## src/rtl/hz_pkg.sv

```systemverilog
// Shared types and defaults for the register-file hazard scoreboard.
// Build option HZ_STALL_COUNTER_EN (used in rf_hazard_scoreboard) enables the stall performance counter.
package hz_pkg;

  typedef enum logic {
    RUN    = 1'b0,
    PCWAIT = 1'b1
  } hz_state_t;

  localparam int NREG       = 16;
  localparam int PC_REG_DEF = 15;
  localparam int CNT_W_DEF  = 2;

endpackage

```

## src/rtl/hz_pend_counter.sv

```systemverilog
// One saturating up/down pending-write counter for a single register.
// err flags an increment at max or a decrement at zero in the current cycle.
module hz_pend_counter #(
  parameter int CNT_W = hz_pkg::CNT_W_DEF
) (
  input  logic CLK,
  input  logic RST,
  input  logic inc,
  input  logic dec,
  output logic err,
  output logic nonzero
);

  localparam logic [CNT_W-1:0] CNT_MAX = '1;

  logic [CNT_W-1:0] cnt;

  always_comb begin
    err     = (inc & ~dec & (cnt == CNT_MAX)) | (dec & ~inc & (cnt == '0));
    nonzero = |cnt;
  end

  // Simultaneous inc and dec cancel; otherwise move toward the bound but never past it.
  always_ff @(posedge CLK or posedge RST) begin
    if (RST) begin
      cnt <= '0;
    end else if (inc & ~dec & (cnt != CNT_MAX)) begin
      cnt <= cnt + 1'b1;
    end else if (dec & ~inc & (cnt != '0)) begin
      cnt <= cnt - 1'b1;
    end
  end

endmodule

```

## src/rtl/rf_hazard_scoreboard.sv

```systemverilog
// Read-after-write scoreboard and stall sequencer for the 16-entry RF of the 4-stage pipeline.
// Define HZ_STALL_COUNTER_EN to build the STALL_CYCLES counter; otherwise it reads as zero.
module rf_hazard_scoreboard
  import hz_pkg::*;
#(
  parameter int CNT_W  = CNT_W_DEF,
  parameter int PC_REG = PC_REG_DEF
) (
  input  logic        CLK,
  input  logic        RST,
  input  logic        ID_VALID,
  input  logic [3:0]  ID_SA,
  input  logic [3:0]  ID_SB,
  input  logic [3:0]  ID_SD,
  input  logic [2:0]  ID_USE,
  input  logic        ID_RFLd,
  input  logic [3:0]  ID_C,
  input  logic        WB_RFLd,
  input  logic [3:0]  WB_C,
  output logic        HZPCld,
  output logic        IFID_Ld,
  output logic        CU_NOP,
  output logic [15:0] BUSY,
  output logic        PEND_ERR,
  output logic [15:0] STALL_CYCLES
);

  localparam logic [3:0] PC_IDX = 4'(PC_REG);

  hz_state_t        state, next_state;
  logic             hazard;
  logic             issue;
  logic [2:0]       src_busy;
  logic [NREG-1:0]  inc_vec;
  logic [NREG-1:0]  dec_vec;
  logic [NREG-1:0]  err_vec;

  // A WB to a source in this same cycle does not clear the hazard; the RF write lands at the edge.
  always_comb begin
    src_busy = {BUSY[ID_SD], BUSY[ID_SB], BUSY[ID_SA]};
    hazard   = ID_VALID & |(ID_USE & src_busy);
    issue    = ID_VALID & ~hazard & (state == RUN);
    for (int r = 0; r < NREG; r++) begin
      inc_vec[r] = issue & ID_RFLd & (ID_C == 4'(r));
      dec_vec[r] = WB_RFLd & (WB_C == 4'(r));
    end
  end

  for (genvar g = 0; g < NREG; g++) begin : g_pend
    hz_pend_counter #(.CNT_W(CNT_W)) u_cnt (
      .CLK     (CLK),
      .RST     (RST),
      .inc     (inc_vec[g]),
      .dec     (dec_vec[g]),
      .err     (err_vec[g]),
      .nonzero (BUSY[g])
    );
  end

  always_ff @(posedge CLK or posedge RST) begin
    if (RST) begin
      state <= RUN;
    end else begin
      state <= next_state;
    end
  end

  // PCWAIT holds fetch and bubbles ID until the new PC has been written back.
  always_comb begin
    next_state = state;
    HZPCld     = 1'b0;
    IFID_Ld    = 1'b0;
    CU_NOP     = 1'b1;
    case (state)
      RUN: begin
        HZPCld  = ~hazard;
        IFID_Ld = ~hazard;
        CU_NOP  = hazard | ~ID_VALID;
        if (issue & ID_RFLd & (ID_C == PC_IDX)) begin
          next_state = PCWAIT;
        end
      end
      PCWAIT: begin
        if (WB_RFLd & (WB_C == PC_IDX)) begin
          next_state = RUN;
        end
      end
      default: next_state = RUN;
    endcase
  end

  always_ff @(posedge CLK or posedge RST) begin
    if (RST) begin
      PEND_ERR <= 1'b0;
    end else if (|err_vec) begin
      PEND_ERR <= 1'b1;
    end
  end

`ifdef HZ_STALL_COUNTER_EN
  logic [15:0] stall_cnt;

  always_ff @(posedge CLK or posedge RST) begin
    if (RST) begin
      stall_cnt <= '0;
    end else if (~HZPCld & (stall_cnt != 16'hFFFF)) begin
      stall_cnt <= stall_cnt + 16'd1;
    end
  end

  assign STALL_CYCLES = stall_cnt;
`else
  assign STALL_CYCLES = 16'h0000;
`endif

endmodule

```

## config.mk

```make
export PLATFORM = sky130hd
export DESIGN_NAME = rf_hazard_scoreboard
export DESIGN_NICKNAME = d
export VERILOG_FILES = /design/src/rtl/hz_pkg.sv /design/src/rtl/hz_pend_counter.sv /design/src/rtl/rf_hazard_scoreboard.sv
export SDC_FILE = /design/constraint.sdc
export NUM_CORES = 1
export LEC_CHECK = 0
export ABC_AREA = 1
export CAP_MARGIN = 20
export CORE_MARGIN = 4
export CORE_UTILIZATION = 53
export DETAILED_ROUTE_END_ITERATION = 10
export PLACE_DENSITY_LB_ADDON = 0.1
export RECOVER_POWER = 100
export SLEW_MARGIN = 20
export SYNTH_ARGS = -nofsm -noshare
export SYNTH_HDL_FRONTEND = slang
export SYNTH_HIERARCHICAL = 1
export SYNTH_SLANG_ARGS = --single-unit
```

## constraint.sdc

```tcl
create_clock -name CLK -period 2.85 [get_ports CLK]
set_input_delay 0.4275 -clock CLK [delete_from_list [all_inputs] [get_ports CLK]]
set_output_delay 0.4275 -clock CLK [all_outputs]
set_load 0.02 [all_outputs]
```

Word level (Yosys, flattened, before mapping)
Index checks and enable logic that the tools add are counted.
- flip-flop bits (word level): 34
- input port bits: 28
- output and inout bits: 36
- word-level logic and storage cells: 411
- add/sub/neg operators: 32
- magnitude comparators: 3
- eq/ne operators: 62
- muxes and demuxes: 43
- bitwise operators: 185
- reductions and logical operators: 68
- operators with widths (cell ; count):
    1-bit bitwise AND ; 132
    4-bit == test, second input constant ; 16
    2-bit 2-to-1 mux ; 32
    2-bit nonzero test ; 32
    1-bit inverter ; 35
    2-bit by 1-bit adder with 2-bit output, second input constant ; 16
    2-bit == test, second input constant ; 16
    4-bit by 3-bit == test with 1-bit output, second input constant ; 8
    2-bit logical NOT ; 16
    2-bit != test, second input constant ; 16
    2-bit OR reduction ; 16
    2-bit by 1-bit subtractor with 2-bit output, second input constant ; 16
    1-bit bitwise OR ; 17
    4-bit by 2-bit == test with 1-bit output, second input constant ; 4
    16-bit OR reduction ; 1
    4-bit by 5-bit less-than comparator with 1-bit output, second input constant ; 3
    1-bit binary-select mux with 4-bit select ; 3
    4-bit by 1-bit == test with 1-bit output, second input constant ; 2
    4-bit logical NOT ; 2
    1-bit 2-to-1 mux ; 7
    3-bit bitwise AND ; 1
    3-bit OR reduction ; 1
    1-bit one-hot mux with 2 select lines ; 1

Longest topological paths before layout
- depth in word-level cells: 16
- depth in mapped cells: 19

By module
The synthesis kept the hierarchy.
- by module, submodules not included (module ; instances ; cells an instance ; area an instance (um2) ; sequential area each (um2)):
    hz_pend_counter ; 16 ; 23 ; 140.1 ; 50.0
    rf_hazard_scoreboard ; 1 ; 233 ; 1133.6 ; 50.0

Worst setup path after synthesis
OpenSTA, ideal clock, no wires.
- path type: register to register
- start point: register g_pend[15].u_cnt.cnt[1]
- end point: register PEND_ERR
- data arrival time: 2.473 ns
- slack: 0.241 ns
- stages on the path, launching flop included: 20
- period minus slack after synthesis: 2.609 ns
- cells stage by stage: dfrtp_1 -> inv_1 -> nand2_2 -> clkinv_1 -> nand2_1 -> nand3_1 -> nand2_1 -> a21oi_1 -> nand2_1 -> nand2_1 -> nor2_1 -> nor2_4 -> nand4_2 -> nor2_1 -> inv_1 -> nand2_1 -> o22ai_1 -> or4_1 -> nor3_1 -> nand4_1
- cells in the longest elaborated chain, start to end: 16
- elaborated cells between the ends (all ways): 129
- RTL lines (item ; line ; RTL):
    start: declaration ; hz_pend_counter.sv:16 ; logic [CNT_W-1:0] cnt;
    start signal: assignment ; hz_pend_counter.sv:28 ; cnt <= cnt + 1'b1;
    start signal: assignment ; hz_pend_counter.sv:30 ; cnt <= cnt - 1'b1;
    2-bit OR reduction (*) ; hz_pend_counter.sv:20 ; nonzero = |cnt;
    net BUSY[15] ; rf_hazard_scoreboard.sv:23 ; output logic [15:0] BUSY,
    1-bit binary-select mux with 4-bit select ; rf_hazard_scoreboard.sv:40 ; src_busy = {BUSY[ID_SD], BUSY[ID_SB], BUSY[ID_SA]};
    1-bit 2-to-1 mux (not written as such) ; rf_hazard_scoreboard.sv:40 ;
    3-bit bitwise AND (*) ; rf_hazard_scoreboard.sv:41 ; hazard = ID_VALID & |(ID_USE & src_busy);
    3-bit OR reduction (*) ; rf_hazard_scoreboard.sv:41 ;
    1-bit bitwise AND (*) ; rf_hazard_scoreboard.sv:41 ;
    1-bit inverter (*) ; rf_hazard_scoreboard.sv:42 ; issue = ID_VALID & ~hazard & (state == RUN);
    1-bit bitwise AND (*) (2 in series) ; rf_hazard_scoreboard.sv:42 ;
    1-bit bitwise AND (*) (2 in series) ; rf_hazard_scoreboard.sv:44 ; inc_vec[r] = issue & ID_RFLd & (ID_C == 4'(r));
    net inc_vec[10] ; rf_hazard_scoreboard.sv:34 ; logic [NREG-1:0] inc_vec;
    1-bit inverter ; hz_pend_counter.sv:19 ; err = (inc & ~dec & (cnt == CNT_MAX)) | (dec & ~inc & (cnt == '0));
    1-bit bitwise AND (2 in series) ; hz_pend_counter.sv:19 ;
    1-bit bitwise OR (*) ; hz_pend_counter.sv:19 ;
    net err_vec[10] ; rf_hazard_scoreboard.sv:36 ; logic [NREG-1:0] err_vec;
    16-bit OR reduction (*) ; rf_hazard_scoreboard.sv:95 ; end else if (|err_vec) begin
    end signal: assignment ; rf_hazard_scoreboard.sv:94 ; PEND_ERR <= 1'b0;
    end signal: assignment ; rf_hazard_scoreboard.sv:96 ; PEND_ERR <= 1'b1;
    end: declaration ; rf_hazard_scoreboard.sv:24 ; output logic PEND_ERR,
Mark *: on every way through the listed nets, which the timed path passes. The rest lies on a longest branch. The select of a mux whose other input is x is not followed.
A chain may end at the register's enable or synchronous reset.

Final worst setup path
- start point: input ID_SD[1]
- end point: register PEND_ERR
- cells in the longest elaborated chain, start to end: 15
- elaborated cells between the ends (all ways): 122
- RTL lines (item ; line ; RTL):
    start: declaration ; rf_hazard_scoreboard.sv:14 ; input logic [3:0] ID_SD,
    1-bit binary-select mux with 4-bit select (*) ; rf_hazard_scoreboard.sv:40 ;
    1-bit 2-to-1 mux (not written as such) (*) ; rf_hazard_scoreboard.sv:40 ;
    3-bit bitwise AND (*) ; rf_hazard_scoreboard.sv:41 ;
    3-bit OR reduction (*) ; rf_hazard_scoreboard.sv:41 ;
    1-bit bitwise AND (*) ; rf_hazard_scoreboard.sv:41 ;
    1-bit inverter (*) ; rf_hazard_scoreboard.sv:42 ;
    1-bit bitwise AND (*) (2 in series) ; rf_hazard_scoreboard.sv:42 ;
    1-bit bitwise AND (*) (2 in series) ; rf_hazard_scoreboard.sv:44 ;
    net inc_vec[10] ; rf_hazard_scoreboard.sv:34 ;
    1-bit inverter ; hz_pend_counter.sv:19 ;
    1-bit bitwise AND (2 in series) ; hz_pend_counter.sv:19 ;
    1-bit bitwise OR (*) ; hz_pend_counter.sv:19 ;
    net err_vec[10] ; rf_hazard_scoreboard.sv:36 ;
    16-bit OR reduction (*) ; rf_hazard_scoreboard.sv:95 ;
Marks and branches as above.

==> flow_metrics.py <==
metrics = {
    "timing": {
        "final.setup.worst_slack_ns": -0.0866,
        "rsz0062_at_grt": "true",
        "fin_crit_sh_pct": 103,
        "slew_violations": 0,
        "setup_viol": 1,
        "setup_tns_ns": -0.0866,
        "tightestPinTransition_ns": 0.785,
        "clock.fmax_mhz": 341,
        "finalHoldViolations": 0,
        "period_needed_ns": 2.94,
        "slew_headroom_pct": 47.5,
        "clock_skew_ns": 0.00587,
    },
    "yosys": {
        "netlist_instances": 601,
        "ys_seq_area_share_pct": 25.2,
        "synthesis.area_mm2": 0.00338,
        "ys_seq_elements": 34,
        "synth_largest_area_cell": "dfrtp_1",
        "yosysTopAreaCellShare_pct": 25.2,
        "synth_cell_types": 26,
        "ys_top_cells_by_area": "dfrtp_1, nand2_1, inv_1, nand3_1, nor2_1",
        "syn_area_per_cell_um2": 5.62,
        "ys_warn_count": 6,
    },
    "critical_path": {
        "worstRegToRegCells": 19,
        "worstSetupStartpoint": "ID_SD[1]",
        "crit_fanout": 5,
        "crit_type": "in2reg",
        "r2r_end": "PEND_ERR",
        "endpoint_kind": "register",
        "critPathRequiredTime_ns": 3.01,
        "r2r_slack_ns": -0.07,
        "r2r-start": "g_pend[3].u_cnt/cnt[0]",
        "cp.arrival_ns": 3.10,
        "worstSetupStartpointType": "input port",
    },
    "clocking": {
        "h-tree-depth": 2,
        "cts-root-buf": "clkbuf_8",
        "cts_made_buffers": 5,
        "cts_sinks": 34,
        "ctsHoldBuffers": 0,
        "clock_latency_ns": 0.30,
        "cts_tree": "done",
        "clockBufferDepth": 2,
        "clk_pin_slew_worst_paths_ns": 0.07,
    },
    "routing": {
        "antenna_left": 0,
        "drt_iter0_drc": 341,
        "drt-total-wl_um": 10000,
        "drc": 0,
        "via_per_inst": 5.02,
        "drt-wirelength-per-cell_um": 12.6,
        "firstDrtPassIters": 5,
        "routed-via-count": 4004,
    },
    "status": {
        "violations": "setup timing",
        "status": "finished, violations left",
    },
    "cells_and_area": {
        "instances_no_fill": 797,
        "syn_to_final_growth_pct": 37.4,
        "final_common_cell": "nand2_1",
        "fill_cells": 513,
        "mostFrequentLayoutCells": "nand2_1, inv_1, buf_4",
        "diodes": 0,
        "final_nets": 749,
        "post_route_cells_drive_above_1_share_pct": 24.1,
    },
    "global_route": {
        "first_global_vias": 3506,
        "grt_max_degree": 18,
        "grt_pass1_wl_um": 15300,
        "grt-ovfl-total": 0,
        "antenna_found_initial": 0,
        "grt.total_usage_pct": 24.8,
    },
    "floorplan": {
        "num_rows": 28,
        "core_area_mm2": 0.00606,
        "start_util_pct": 55.7,
        "ioPinCount": 64,
        "die_area_mm2": 0.00771,
        "die_y_um": 87.8,
        "die_w_um": 87.8,
    },
    "min_path": {
        "hp-start": "PEND_ERR",
        "min_path_type": "reg2reg",
        "holdPathStages": 2,
        "whs_endpoint": "PEND_ERR",
    },
    "placement": {
        "gp_congestion": 0.986,
        "port_buffers": 47,
        "placed_cells": 775,
        "dpl.hpwl_um": 7570,
    },
    "power": {
        "p_per_area_mw_per_mm2": 599,
        "ir_drop_v": 0.000482,
        "leakage_nw": 2.51,
    },
    "job": {
        "drv_cap": 0,
    },
}
==> layer usage <==
layer / share of wire, % / vias up / GRT usage (%)
met3: 7.1 / 37 / 4.99
li1: - / 2035 / -
met1: 40 / 1770 / 30.8
met5: 0 / - / 0
met2: 49 / 162 / 43.5
met4: 3.5 / 0 / 6.97
==> critical path, stage by stage <==
cell and delay, ns:
clkdlybuf4s50_1 0.51, inv_1 0.10, nand3_1 0.09, nand2_1 0.05, nand2_1 0.07, nand3b_1 0.11
nand3_1 0.10, nand2_2 0.08, nor2_4 0.23, nand4_4 0.15, nor2_4 0.16, inv_2 0.04
nand2_2 0.05, o22ai_1 0.06, or4_1 0.54, nor3_2 0.19, nand4_1 0.11
==> synth_stat cells <==
cell and count:
a21oi_1 22, clkbuf_1 1, nor2_4 1, or4_1 1, inv_4 2, nand3b_1 1, o21ai_0 4, nand2_1 203
o211ai_1 2, o21ai_1 1, nand4_1 2, dfrtp_1 34, nor3_1 4, nand2_2 32, o21ba_1 1, conb_1 1
o22ai_1 16, buf_6 3, nor2_1 56, nand3_1 58, buf_4 17, clkinv_1 4, nor4_1 2, nand4_2 4
inv_2 20, inv_1 109
==> report_power, final <==
| group | switching [mW] | internal [mW] | leakage [nW] |
|---|---|---|---|
| Clock | 0.190 | 0.262 | 0.0524 |
| Combinational | 1.00 | 0.626 | 2.01 |
| Sequential | 0.101 | 0.596 | 0.445 |
| Total | 1.29 | 1.48 | 2.51 |
==> how the worst max path moves through the flow <==
| stage | end | slack (ns) |
|---|---|---|
| final | PEND_ERR | -0.09 |
| after global routing | PEND_ERR | -0.26 |
| after CTS | PEND_ERR | -0.0004 |
| after detailed placement | PEND_ERR | -0.35 |
| after global placement | PEND_ERR | -0.21 |
| after floorplan | PEND_ERR | 0.24 |
==> timing repair <==
| item | CTS | global route |
|---|---|---|
| endpoints found under the setup margin | 4 | 3 |
| pin swaps | 1 | 21 |
| gates resized for setup | 6 | 65 |
| setup buffers | 0 | 12 |
| gates cloned | 0 | 2 |
==> sequential cells by signal, summed over array words and instances (netlist names) <==
| signal | cells |
|---|---|
| g_pend.u_cnt/cnt | 32 |
| PEND_ERR | 1 |
| state | 1 |
==> metrics by stage <==
| stage | cell area (um^2) | setup slack [ns] | utilization, % | power [mW] | hold WS [ns] |
|---|---|---|---|---|---|
| global route | 4640 | -0.257 | 76.5 | 2.98 | 0.565 |
| CTS | 4380 | -0.000417 | 72.2 | 2.60 | 0.507 |
| floorplan | 3430 | 0.241 | - | 1.60 | 0.169 |
| detailed placement | 4270 | -0.349 | 70.4 | 2.14 | 0.490 |
| global placement | 4270 | -0.214 | 70.4 | 2.11 | 0.477 |
| finish | 4640 | -0.0866 | 76.5 | 2.78 | 0.518 |
==> cells by family after synthesis <==
family,count (synthesis),synth area share (%)
AO/OA/AOI/OAI,46,7.71
AND/OR/NAND/NOR,364,46.9
flip-flops,34,25.2
buffers and inverters,156,20.1
other,1,0.111
==> final cells by class <==
type / instances / area [um^2] / share of cell area (%)
clock buffer: 7 / 76.3 / 1.65
clock inverter: 1 / 30.0 / 0.648
timing repair buffer: 119 / 1030 / 22.1
multi-input combinational: 426 / 2030 / 43.8
inverter: 135 / 531 / 11.4
sequential: 34 / 851 / 18.3
tap: 75 / 93.8 / 2.02
Power figures use the tool's default switching activity.
